`config.mk`:
```
export PLATFORM = sky130hd
export DESIGN_NAME = branch_pc_unit_flat
export DESIGN_NICKNAME = d
export VERILOG_FILES = /design/src/rtl/branch_pc_if.sv /design/src/rtl/branch_pc_unit.sv /design/src/flat_wrapper.sv
export SDC_FILE = /design/constraint.sdc
export NUM_CORES = 1
export LEC_CHECK = 0
export ABC_CLOCK_PERIOD_IN_PS = 3600
export BUFFER_PORTS_ARGS = -buffer_cell sky130_fd_sc_hd__buf_2
export CAP_MARGIN = 20
export CORE_UTILIZATION = 55
export CTS_CLUSTER_SIZE = 16
export DETAILED_ROUTE_END_ITERATION = 10
export PLACE_DENSITY = 0.82
export SYNTH_ARGS = -nofsm -noshare
export SYNTH_HDL_FRONTEND = slang
export SYNTH_SLANG_ARGS = --single-unit
```
`constraint.sdc`:
```
create_clock -name clk -period 3.6 [get_ports clk]
set_input_delay 0.54 -clock clk [delete_from_list [all_inputs] [get_ports clk]]
set_output_delay 0.54 -clock clk [all_outputs]
set_load 0.01 [all_outputs]
```
`src/rtl/branch_pc_if.sv`:
```
// Decoder/pipeline-facing bundle of the branch/PC unit: decoded control and
// comparator flags in; PC, redirect, trap and statistics out.
interface branch_pc_if;
  logic        inst_valid;
  logic        inst_ready;
  logic        is_branch;
  logic        is_jal;
  logic        is_jalr;
  logic [2:0]  funct3;
  logic        BrEq;
  logic        BrLT;
  logic [31:0] imm;
  logic [31:0] rs1_data;
  logic [31:0] pc;
  logic [31:0] pc_plus4;
  logic        flush;
  logic        illegal_br;
  logic        misalign;
  logic [31:0] misalign_addr;
  logic        trap_ack;
  logic [15:0] br_cnt;
  logic [15:0] taken_cnt;

  // Pipeline side: presents instructions and acknowledges traps.
  modport master (
    output inst_valid, is_branch, is_jal, is_jalr, funct3, BrEq, BrLT,
           imm, rs1_data, trap_ack,
    input  inst_ready, pc, pc_plus4, flush, illegal_br, misalign,
           misalign_addr, br_cnt, taken_cnt
  );

  // Branch/PC unit side.
  modport slave (
    input  inst_valid, is_branch, is_jal, is_jalr, funct3, BrEq, BrLT,
           imm, rs1_data, trap_ack,
    output inst_ready, pc, pc_plus4, flush, illegal_br, misalign,
           misalign_addr, br_cnt, taken_cnt
  );
endinterface

```
`src/rtl/branch_pc_unit.sv`:
```
// RV32I program counter and branch resolution: resolves B-type/JAL/JALR,
// redirects with a one-cycle flush, traps on misaligned targets, counts branches.
module branch_pc_unit #(
  parameter logic [31:0] RESET_PC = 32'h0000_0000,
  parameter logic [31:0] TRAP_VEC = 32'h0000_0100
) (
  input  logic        clk,
  input  logic        rst_n,
  branch_pc_if.slave  bus
);

  typedef enum logic [1:0] {
    IDLE = 2'd0,
    RUN  = 2'd1,
    TRAP = 2'd2
  } state_t;

  state_t      state;
  logic [31:0] pc_q;
  logic        inst_ready_q;
  logic        flush_q;
  logic        illegal_br_q;
  logic        misalign_q;
  logic [31:0] misalign_addr_q;
  logic [15:0] br_cnt_q;
  logic [15:0] taken_cnt_q;

  logic        accept;
  logic        is_ctrl;
  logic        taken;
  logic        illegal;
  logic [31:0] target;
  logic [31:0] jalr_sum;

  function automatic logic [15:0] sat_inc(input logic [15:0] v);
    return (v == 16'hFFFF) ? v : v + 16'd1;
  endfunction

  assign accept   = bus.inst_valid & inst_ready_q;
  assign is_ctrl  = bus.is_branch | bus.is_jal | bus.is_jalr;
  assign jalr_sum = bus.rs1_data + bus.imm;

  // Decode priority: JALR over JAL over B-type.
  always_comb begin
    // NOTE: every output of this block gets a default first so no path leaves
    // it unassigned; otherwise synthesis infers a latch to hold the old value.
    taken   = 1'b0;
    illegal = 1'b0;
    target  = pc_q + bus.imm;
    if (bus.is_jalr) begin
      taken  = 1'b1;
      target = jalr_sum & ~32'h1;
    end else if (bus.is_jal) begin
      taken  = 1'b1;
    end else if (bus.is_branch) begin
      unique case (bus.funct3)
        3'b000:          taken = bus.BrEq;
        3'b001:          taken = ~bus.BrEq;
        3'b100, 3'b110:  taken = bus.BrLT;
        3'b101, 3'b111:  taken = ~bus.BrLT;
        3'b010, 3'b011:  illegal = 1'b1;
        default:         taken = 1'b0;
      endcase
    end
  end

  always_ff @(posedge clk or negedge rst_n) begin
    if (!rst_n) begin
      state           <= IDLE;
      pc_q            <= RESET_PC;
      inst_ready_q    <= 1'b0;
      flush_q         <= 1'b0;
      illegal_br_q    <= 1'b0;
      misalign_q      <= 1'b0;
      misalign_addr_q <= 32'h0;
      br_cnt_q        <= 16'h0;
      taken_cnt_q     <= 16'h0;
    end else begin
      // NOTE: state uses non-blocking assignments so every register samples
      // pre-edge values; blocking here would create order-dependent races.
      flush_q      <= 1'b0;
      illegal_br_q <= 1'b0;
      unique case (state)
        IDLE: begin
          state        <= RUN;
          inst_ready_q <= 1'b1;
        end
        RUN: begin
          if (accept) begin
            if (is_ctrl) br_cnt_q <= sat_inc(br_cnt_q);
            illegal_br_q <= illegal;
            if (taken && target[1:0] == 2'b00) begin
              pc_q        <= target;
              flush_q     <= 1'b1;
              taken_cnt_q <= sat_inc(taken_cnt_q);
            end else if (taken) begin
              // Misaligned target: hold pc, stop accepting, report address.
              misalign_addr_q <= target;
              misalign_q      <= 1'b1;
              inst_ready_q    <= 1'b0;
              state           <= TRAP;
            end else begin
              pc_q <= pc_q + 32'd4;
            end
          end
        end
        TRAP: begin
          if (bus.trap_ack) begin
            pc_q         <= TRAP_VEC;
            flush_q      <= 1'b1;
            misalign_q   <= 1'b0;
            inst_ready_q <= 1'b1;
            state        <= RUN;
          end
        end
        default: begin
          state        <= IDLE;
          inst_ready_q <= 1'b0;
        end
      endcase
    end
  end

  assign bus.pc            = pc_q;
  assign bus.pc_plus4      = pc_q + 32'd4;
  assign bus.inst_ready    = inst_ready_q;
  assign bus.flush         = flush_q;
  assign bus.illegal_br    = illegal_br_q;
  assign bus.misalign      = misalign_q;
  assign bus.misalign_addr = misalign_addr_q;
  assign bus.br_cnt        = br_cnt_q;
  assign bus.taken_cnt     = taken_cnt_q;

endmodule

```
`src/flat_wrapper.sv`:
```
// flat-port wrapper written by rule: the top's interface ports become plain ports
module branch_pc_unit_flat 
#(
  parameter logic [31:0] RESET_PC = 32'h0000_0000,
  parameter logic [31:0] TRAP_VEC = 32'h0000_0100
)
  (clk, rst_n, bus_inst_valid, bus_is_branch, bus_is_jal, bus_is_jalr, bus_funct3, bus_BrEq, bus_BrLT, bus_imm, bus_rs1_data, bus_trap_ack, bus_inst_ready, bus_pc, bus_pc_plus4, bus_flush, bus_illegal_br, bus_misalign, bus_misalign_addr, bus_br_cnt, bus_taken_cnt);
  branch_pc_if bus_i ();
  input  logic clk;
  input  logic rst_n;
  input wire logic [$bits(bus_i.inst_valid)-1:0] bus_inst_valid;
  input wire logic [$bits(bus_i.is_branch)-1:0] bus_is_branch;
  input wire logic [$bits(bus_i.is_jal)-1:0] bus_is_jal;
  input wire logic [$bits(bus_i.is_jalr)-1:0] bus_is_jalr;
  input wire logic [$bits(bus_i.funct3)-1:0] bus_funct3;
  input wire logic [$bits(bus_i.BrEq)-1:0] bus_BrEq;
  input wire logic [$bits(bus_i.BrLT)-1:0] bus_BrLT;
  input wire logic [$bits(bus_i.imm)-1:0] bus_imm;
  input wire logic [$bits(bus_i.rs1_data)-1:0] bus_rs1_data;
  input wire logic [$bits(bus_i.trap_ack)-1:0] bus_trap_ack;
  output wire logic [$bits(bus_i.inst_ready)-1:0] bus_inst_ready;
  output wire logic [$bits(bus_i.pc)-1:0] bus_pc;
  output wire logic [$bits(bus_i.pc_plus4)-1:0] bus_pc_plus4;
  output wire logic [$bits(bus_i.flush)-1:0] bus_flush;
  output wire logic [$bits(bus_i.illegal_br)-1:0] bus_illegal_br;
  output wire logic [$bits(bus_i.misalign)-1:0] bus_misalign;
  output wire logic [$bits(bus_i.misalign_addr)-1:0] bus_misalign_addr;
  output wire logic [$bits(bus_i.br_cnt)-1:0] bus_br_cnt;
  output wire logic [$bits(bus_i.taken_cnt)-1:0] bus_taken_cnt;
  assign bus_i.inst_valid = bus_inst_valid;
  assign bus_i.is_branch = bus_is_branch;
  assign bus_i.is_jal = bus_is_jal;
  assign bus_i.is_jalr = bus_is_jalr;
  assign bus_i.funct3 = bus_funct3;
  assign bus_i.BrEq = bus_BrEq;
  assign bus_i.BrLT = bus_BrLT;
  assign bus_i.imm = bus_imm;
  assign bus_i.rs1_data = bus_rs1_data;
  assign bus_i.trap_ack = bus_trap_ack;
  assign bus_inst_ready = bus_i.inst_ready;
  assign bus_pc = bus_i.pc;
  assign bus_pc_plus4 = bus_i.pc_plus4;
  assign bus_flush = bus_i.flush;
  assign bus_illegal_br = bus_i.illegal_br;
  assign bus_misalign = bus_i.misalign;
  assign bus_misalign_addr = bus_i.misalign_addr;
  assign bus_br_cnt = bus_i.br_cnt;
  assign bus_taken_cnt = bus_i.taken_cnt;
  branch_pc_unit #(.RESET_PC(RESET_PC), .TRAP_VEC(TRAP_VEC)) u_core (.clk(clk), .rst_n(rst_n), .bus(bus_i));
endmodule
```
==> impl_metrics.xml, run 1 <==
<?xml version="1.0" encoding="UTF-8"?>
<metrics>
  <group name="status">
    <metric name="status" unit="">finished clean</metric>
  </group>
  <group name="placed_design">
    <metric name="post-dp-hpwl" unit="mm">20.3</metric>
    <metric name="gp_congestion" unit="">0.975</metric>
    <metric name="port_buffers" unit="">207</metric>
    <metric name="place.detailed.instances" unit="">1411</metric>
  </group>
  <group name="route">
    <metric name="count_of_antenna_violating_nets_left_after_detailed_routing" unit="">0</metric>
    <metric name="wire_per_inst" unit="microns">18.4</metric>
    <metric name="viasPerCell" unit="">6.09</metric>
    <metric name="routed_wl" unit="mm">26.3</metric>
    <metric name="routed-via-count" unit="">8694</metric>
    <metric name="drc_errors" unit="">0</metric>
    <metric name="drt_iter0_markers" unit="">582</metric>
    <metric name="drt_pre_antenna_iters" unit="">5</metric>
  </group>
  <group name="finish">
    <metric name="stdcell_count" unit="">1427</metric>
    <metric name="design.final.nets" unit="">1383</metric>
    <metric name="antennaDiodeCount" unit="">0</metric>
    <metric name="leading_cell_types_in_the_layout_fill_and_taps_excluded" unit="">sky130_fd_sc_hd__buf_2 (206), sky130_fd_sc_hd__dfrtp_1 (100), sky130_fd_sc_hd__nor2_1 (97)</metric>
    <metric name="drive_above_1_share" unit="%">23.1</metric>
    <metric name="layout-area-overhead-vs-synth" unit="%">20.1</metric>
    <metric name="mostFrequentLayoutCell" unit="">sky130_fd_sc_hd__buf_2</metric>
  </group>
  <group name="synthesis">
    <metric name="synth_area_per_cell" unit="sq um">8.27</metric>
    <metric name="synth.yosys.seq_area_share" unit="%">29.8</metric>
    <metric name="edff_count_synth" unit="">0</metric>
    <metric name="synthDistinctLibCells" unit="">69</metric>
    <metric name="synth-seq-cells" unit="">101</metric>
    <metric name="yosys_warnings" unit="">0</metric>
    <metric name="dominantRegCellSynth" unit="">sky130_fd_sc_hd__dfrtp_1</metric>
    <metric name="synthesis.instances" unit="">1024</metric>
    <metric name="asyncSetResetFlopFracSynth" unit="%">100</metric>
    <metric name="postSynthNetCount" unit="">1169</metric>
    <metric name="synth_area" unit="sq um">8470</metric>
  </group>
  <group name="setup_path">
    <metric name="critical_path.endpoint_type" unit="">output pin</metric>
    <metric name="worst_setup_path_start_kind" unit="">flip-flop</metric>
    <metric name="worst_ep_arrival_time" unit="ns">2.89</metric>
    <metric name="critical_path_required" unit="ns">3.06</metric>
    <metric name="worstSetupPathType" unit="">reg -&gt; out</metric>
    <metric name="r2r-start" unit="">u_core.bus.pc[0]</metric>
    <metric name="worstSetupStartpoint" unit="">u_core.bus.pc[3]</metric>
    <metric name="critical_path_peak_fanout" unit="">5</metric>
  </group>
  <group name="timing">
    <metric name="skew" unit="ns">0.0122</metric>
    <metric name="slew_viol_final" unit="">0</metric>
    <metric name="layout_min_cycle_time" unit="ns">3.43</metric>
    <metric name="timing.final.crit_share" unit="%">95.4</metric>
    <metric name="finalHoldViolations" unit="">0</metric>
    <metric name="final.setup.tns" unit="ns">0</metric>
    <metric name="total_setup_violations_reported_at_the_end_of_the_flow" unit="">0</metric>
    <metric name="max_clock_freq" unit="MHz">291</metric>
    <metric name="slew_headroom" unit="%">23.5</metric>
    <metric name="max_slew.worst_pin.slew" unit="ns">1.14</metric>
    <metric name="grt_setup_unrepaired" unit="">no</metric>
  </group>
  <group name="hold_path">
    <metric name="hold_path.class" unit="">in -&gt; async</metric>
  </group>
  <group name="global_route">
    <metric name="track_usage" unit="%">33.4</metric>
    <metric name="first_global_vias" unit="">8335</metric>
    <metric name="grt-ovfl-total" unit="">0</metric>
    <metric name="wire_length_of_the_first_global_routing_pass" unit="mm">42.1</metric>
    <metric name="grt_start_max_net_pins" unit="">65</metric>
    <metric name="number_of_antenna_violations_at_the_first_check_in_global_routing" unit="">0</metric>
  </group>
  <group name="floorplan">
    <metric name="floorplan.core_area" unit="sq um">14800</metric>
    <metric name="initial_utilization" unit="%">57.4</metric>
    <metric name="chipHeight" unit="microns">126</metric>
    <metric name="pin_count" unit="">208</metric>
    <metric name="fp.dieArea" unit="sq um">15900</metric>
    <metric name="die-width" unit="microns">126</metric>
    <metric name="std_cell_rows" unit="">44</metric>
  </group>
  <group name="clock_network">
    <metric name="cts_root_buffer" unit="">sky130_fd_sc_hd__clkbuf_16</metric>
    <metric name="cts_tree" unit="">yes</metric>
    <metric name="worst_skew_pair.late_latency" unit="ns">0.37</metric>
    <metric name="cts-hold-fix-buffers" unit="">0</metric>
    <metric name="cts.reportedPaths.clkPinSlew" unit="ns">0.08</metric>
    <metric name="ctsLongestPathBuffers" unit="">2</metric>
    <metric name="tritoncts_num_sinks" unit="">101</metric>
    <metric name="numCtsBuffers" unit="">9</metric>
    <metric name="h-tree-depth" unit="">3</metric>
  </group>
  <group name="pwr">
    <metric name="combPwrFrac" unit="%">57.6</metric>
    <metric name="cellPowerDensity" unit="nW/um^2">687</metric>
    <metric name="vdd.ir_drop.worst" unit="mV">0.375</metric>
    <metric name="switching_share" unit="%">47.4</metric>
    <metric name="power_share_of_the_clock_group" unit="%">14.4</metric>
    <metric name="switching_power" unit="W">0.00331</metric>
    <metric name="p_int" unit="W">0.00368</metric>
    <metric name="static_leakage" unit="nW">4.98</metric>
    <metric name="p_seq_share" unit="%">27.9</metric>
  </group>
  <group name="run">
    <metric name="max_cap_violations" unit="">0</metric>
  </group>
</metrics>
-- final timing paths --
| kind | to | depth (start not counted) | slack, ns |
|---|---|---|---|
| max | bus_pc_plus4[26] | 9 | 0.17 |
| min | u_core.bus.pc[7] | 1 | 0.27 |
| max reg2reg | u_core.bus.pc[30] | 14 | 0.20 |
| min reg2reg | u_core.bus.br_cnt[14] | 1 | 0.49 |
| max in group asynchronous | u_core.bus.pc[2] | 2 | 2.55 |
| min in group clk | u_core.bus.illegal_br | 2 | 0.36 |
-- Yosys cell counts (all sizes together), types with 9 or more instances --
master	n	area (sq um)
nand4	26	163
buf	9	52.5
o21a	15	113
nor3	18	100
inv	33	124
o211ai	10	80.1
nand2	93	349
a21o	37	278
xnor2	72	631
a21oi	92	460
xor2	44	385
o21ai	87	439
and3	19	119
dfrtp	101	2530
mux2	14	158
clkbuf	27	101
ha	67	838
nor2b	10	62.6
nand3	37	190
nor2	101	382
a31oi	12	81.3
-- registers in the layout (all words and copies together) (netlist names) --
| name | cells |
|---|---|
| u_core.state | 1 |
| u_core.bus.taken_cnt | 16 |
| u_core.bus.misalign_addr | 32 |
| u_core.bus.flush | 1 |
| u_core.bus.pc | 32 |
| u_core.bus.inst_ready | 1 |
| u_core.bus.misalign | 1 |
| u_core.bus.illegal_br | 1 |
| u_core.bus.br_cnt | 16 |
-- cell type report --
class | instances | area [sq um]
clock buffer | 9 | 225
fill | 1224 | 4580
tap | 184 | 230
sequential | 101 | 2530
inverter | 33 | 124
clock inverter | 7 | 77.6
timing repair buffer | 239 | 1300
multi-input combinational | 854 | 5690
-- worst max-delay path: stages, from the launching register on --
cell,delay (ns)
sky130_fd_sc_hd__dfrtp_1,0.45
sky130_fd_sc_hd__ha_2,0.27
sky130_fd_sc_hd__nand3_1,0.15
sky130_fd_sc_hd__nor2_1,0.25
sky130_fd_sc_hd__nand3_2,0.19
sky130_fd_sc_hd__nor2_1,0.20
sky130_fd_sc_hd__nand3_1,0.25
sky130_fd_sc_hd__nor2_1,0.25
sky130_fd_sc_hd__xor2_1,0.31
sky130_fd_sc_hd__buf_2,0.20
-- timing repair --
| action | CTS | global route |
|---|---|---|
| setup buffers | 0 | 0 |
| gates resized for setup | 0 | 5 |
| endpoints found under the setup margin | 0 | 4 |
-- per-layer routing --
layer | routed length, microns | GRT usage (%) | up-vias
li1 | - | - | 4120
met1 | 10800 | 42.0 | 4089
met2 | 12400 | 56.5 | 418
met3 | 2250 | 6.12 | 67
met4 | 879 | 13.8 | 0
met5 | 0 | 0 | -
-- metrics by stage --
step | area (sq um) | hold WS, ns | total power, W | setup slack, ns | utilization, %
after detailed placement | 9860 | 0.481 | 0.00592 | 0.0659 | 66.8
final | 10200 | 0.266 | 0.00699 | 0.167 | 69.0
after CTS | 10200 | 0.320 | 0.00695 | 0.0362 | 68.9
after global placement | 9860 | 0.470 | 0.00583 | 0.118 | 66.8
after floorplan | 8470 | 0.244 | 0.00445 | 0.496 | -
after global routing | 10200 | 0.364 | 0.00748 | 0.00321 | 69.0
-- power groups by stage --
stage	clock, W	sequential [W]	combinational (W)
finish	0.00101	0.00195	0.00403
floorplan	0	0.00204	0.00241
global route	0.00106	0.00201	0.00441
global placement	0	0.00195	0.00388
CTS	0.00103	0.00194	0.00398
detailed placement	0	0.00196	0.00396
-- cells by family (layout without fill, tap and decap cells) --
logic type	after synthesis	after routing	synth area share, %
xor+xnor	116	116	12.0
simple gates	341	341	19.3
fa+ha+maj	69	69	10.4
mux	18	18	2.33
compound gates	310	310	22.9
flops	101	101	29.8
buf+inv	69	288	3.28
(Power assumes the default switching activity.)
==> run 2, diff against run 1 <==
--- a/config.mk
+++ b/config.mk
@@ -12,6 +12,7 @@
 export CTS_CLUSTER_SIZE = 16
 export DETAILED_ROUTE_END_ITERATION = 10
 export PLACE_DENSITY = 0.82
+export SETUP_SLACK_MARGIN = 0.3
 export SYNTH_ARGS = -nofsm -noshare
 export SYNTH_HDL_FRONTEND = slang
 export SYNTH_SLANG_ARGS = --single-unit
==> impl_metrics.xml, run 2 (synthesis gave the netlist of run 1 again) <==
<?xml version="1.0" encoding="UTF-8"?>
<metrics>
  <group name="floorplan">
    <metric name="floorplan.core_area" unit="sq um">14800</metric>
    <metric name="initial_utilization" unit="%">57.4</metric>
    <metric name="fp.dieArea" unit="sq um">15900</metric>
    <metric name="chipHeight" unit="microns">126</metric>
    <metric name="std_cell_rows" unit="">44</metric>
    <metric name="die-width" unit="microns">126</metric>
    <metric name="pin_count" unit="">208</metric>
  </group>
  <group name="global_route">
    <metric name="first_global_vias" unit="">8336</metric>
    <metric name="track_usage" unit="%">33.5</metric>
    <metric name="wire_length_of_the_first_global_routing_pass" unit="mm">42.2</metric>
    <metric name="grt_start_max_net_pins" unit="">65</metric>
    <metric name="grt-ovfl-total" unit="">0</metric>
    <metric name="number_of_antenna_violations_at_the_first_check_in_global_routing" unit="">0</metric>
  </group>
  <group name="timing">
    <metric name="finalHoldViolations" unit="">0</metric>
    <metric name="slew_headroom" unit="%">21.0</metric>
    <metric name="final.setup.tns" unit="ns">0</metric>
    <metric name="max_clock_freq" unit="MHz">305</metric>
    <metric name="slew_viol_final" unit="">0</metric>
    <metric name="layout_min_cycle_time" unit="ns">3.27</metric>
    <metric name="timing.final.crit_share" unit="%">91.0</metric>
    <metric name="total_setup_violations_reported_at_the_end_of_the_flow" unit="">0</metric>
    <metric name="grt_setup_unrepaired" unit="">yes</metric>
    <metric name="skew" unit="ns">0.0104</metric>
    <metric name="max_slew.worst_pin.slew" unit="ns">1.18</metric>
  </group>
  <group name="placed_design">
    <metric name="post-dp-hpwl" unit="mm">20.3</metric>
    <metric name="place.detailed.instances" unit="">1411</metric>
    <metric name="gp_congestion" unit="">0.975</metric>
    <metric name="port_buffers" unit="">207</metric>
    <metric name="post_dp_cell_area" unit="sq um">9860</metric>
  </group>
  <group name="route">
    <metric name="drc_errors" unit="">0</metric>
    <metric name="drt_iter0_markers" unit="">594</metric>
    <metric name="viasPerCell" unit="">6.13</metric>
    <metric name="routed_wl" unit="mm">26.7</metric>
    <metric name="wire_per_inst" unit="microns">18.6</metric>
    <metric name="drt_pre_antenna_iters" unit="">5</metric>
    <metric name="count_of_antenna_violating_nets_left_after_detailed_routing" unit="">0</metric>
    <metric name="routed-via-count" unit="">8797</metric>
  </group>
  <group name="finish">
    <metric name="post-route-cell-area" unit="sq um">10400</metric>
    <metric name="design.final.nets" unit="">1390</metric>
    <metric name="leading_cell_types_in_the_layout_fill_and_taps_excluded" unit="">sky130_fd_sc_hd__buf_2 (206), sky130_fd_sc_hd__nand2_1 (93), sky130_fd_sc_hd__dfrtp_1 (93)</metric>
    <metric name="layout.filler_cells" unit="">1192</metric>
    <metric name="mostFrequentLayoutCell" unit="">sky130_fd_sc_hd__buf_2</metric>
    <metric name="layout-area-overhead-vs-synth" unit="%">22.2</metric>
    <metric name="stdcell_count" unit="">1434</metric>
    <metric name="drive_above_1_share" unit="%">26.2</metric>
    <metric name="antennaDiodeCount" unit="">0</metric>
    <metric name="finalCoreUtilization" unit="%">70.2</metric>
  </group>
  <group name="status">
    <metric name="status" unit="">finished clean</metric>
  </group>
  <group name="setup_path">
    <metric name="worst_ep_arrival_time" unit="ns">3.52</metric>
    <metric name="critical_path_required" unit="ns">3.85</metric>
    <metric name="critical_path_peak_fanout" unit="">9</metric>
    <metric name="worst_setup_path_start_kind" unit="">flip-flop</metric>
    <metric name="worstSetupPathType" unit="">reg -&gt; reg</metric>
    <metric name="critical_path.endpoint_type" unit="">flip-flop</metric>
  </group>
  <group name="pwr">
    <metric name="cellPowerDensity" unit="nW/um^2">686</metric>
    <metric name="totalPowerFinal" unit="W">0.00710</metric>
    <metric name="static_leakage" unit="nW">5.01</metric>
    <metric name="vdd.ir_drop.worst" unit="mV">0.375</metric>
  </group>
  <group name="hold_path">
    <metric name="hold_path.class" unit="">in -&gt; async</metric>
  </group>
  <group name="clock_network">
    <metric name="cts_tree" unit="">yes</metric>
    <metric name="cts_root_buffer" unit="">sky130_fd_sc_hd__clkbuf_16</metric>
    <metric name="cts-hold-fix-buffers" unit="">0</metric>
    <metric name="cts.reportedPaths.clkPinSlew" unit="ns">0.08</metric>
    <metric name="worst_skew_pair.late_latency" unit="ns">0.37</metric>
    <metric name="ctsLongestPathBuffers" unit="">2</metric>
    <metric name="h-tree-depth" unit="">3</metric>
    <metric name="numCtsBuffers" unit="">9</metric>
    <metric name="tritoncts_num_sinks" unit="">101</metric>
  </group>
  <group name="run">
    <metric name="max_cap_violations" unit="">0</metric>
  </group>
</metrics>
run 2: repair_timing:
action	4_1_cts	5_1_grt
pin swaps	1	10
setup buffers	1	6
resized for setup	7	35
setup endpoints to repair	4	31
run 2: critical path, cell delays in order (launching register included):
cell and delay (ns):
sky130_fd_sc_hd__dfrtp_1 0.50, sky130_fd_sc_hd__ha_1 0.40, sky130_fd_sc_hd__a21o_1 0.17, sky130_fd_sc_hd__a221o_1 0.34, sky130_fd_sc_hd__a21o_1 0.20, sky130_fd_sc_hd__a221o_1 0.46
sky130_fd_sc_hd__a31oi_2 0.25, sky130_fd_sc_hd__nor2_1 0.07, sky130_fd_sc_hd__xor2_1 0.14, sky130_fd_sc_hd__mux2_2 0.28, sky130_fd_sc_hd__a311o_1 0.35
run 2: layout make-up:
type	count	area [sq um]	area share [%]
clock buffers	9	225	2.18
clock inverters	7	77.6	0.749
inverters	33	124	1.20
multi-input cells	854	5800	56.0
flip-flops and latches	101	2540	24.5
well taps	184	230	2.22
repair buffers	246	1360	13.1
run 2: metal layers:
metal,up-vias,GRT usage [%],wire length (microns)
met4,0,14.2,947
met3,66,6.20,2180
met2,423,56.3,12600
met5,-,0,0
met1,4165,42.1,10900
li1,4143,-,-
run 2: power breakdown:
part           internal, W  switching (W)
sequential         0.00152       0.000443
combinational      0.00172        0.00240
clock             0.000496       0.000518
run 2: through the flow:
| stage | hold slack, ns | setup slack, ns |
|---|---|---|
| after floorplan | 0.244 | 0.496 |
| after global placement | 0.470 | 0.118 |
| after detailed placement | 0.481 | 0.0659 |
| after CTS | 0.320 | 0.288 |
| after global routing | 0.364 | 0.204 |
| final | 0.271 | 0.325 |
run 2: final timing paths:
kind	from	endpoint	slack [ns]	cells after the start
max	u_core.bus.pc[15]	u_core.bus.pc[24]	0.33	10
min	rst_n	u_core.bus.misalign_addr[8]	0.27	1
max reg2reg	u_core.bus.pc[15]	u_core.bus.pc[24]	0.33	10
min reg2reg	u_core.bus.br_cnt[14]	u_core.bus.br_cnt[14]	0.49	1
max in group asynchronous	rst_n	u_core.bus.pc[3]	2.54	2
min in group clk	bus_funct3[2]	u_core.bus.illegal_br	0.36	2
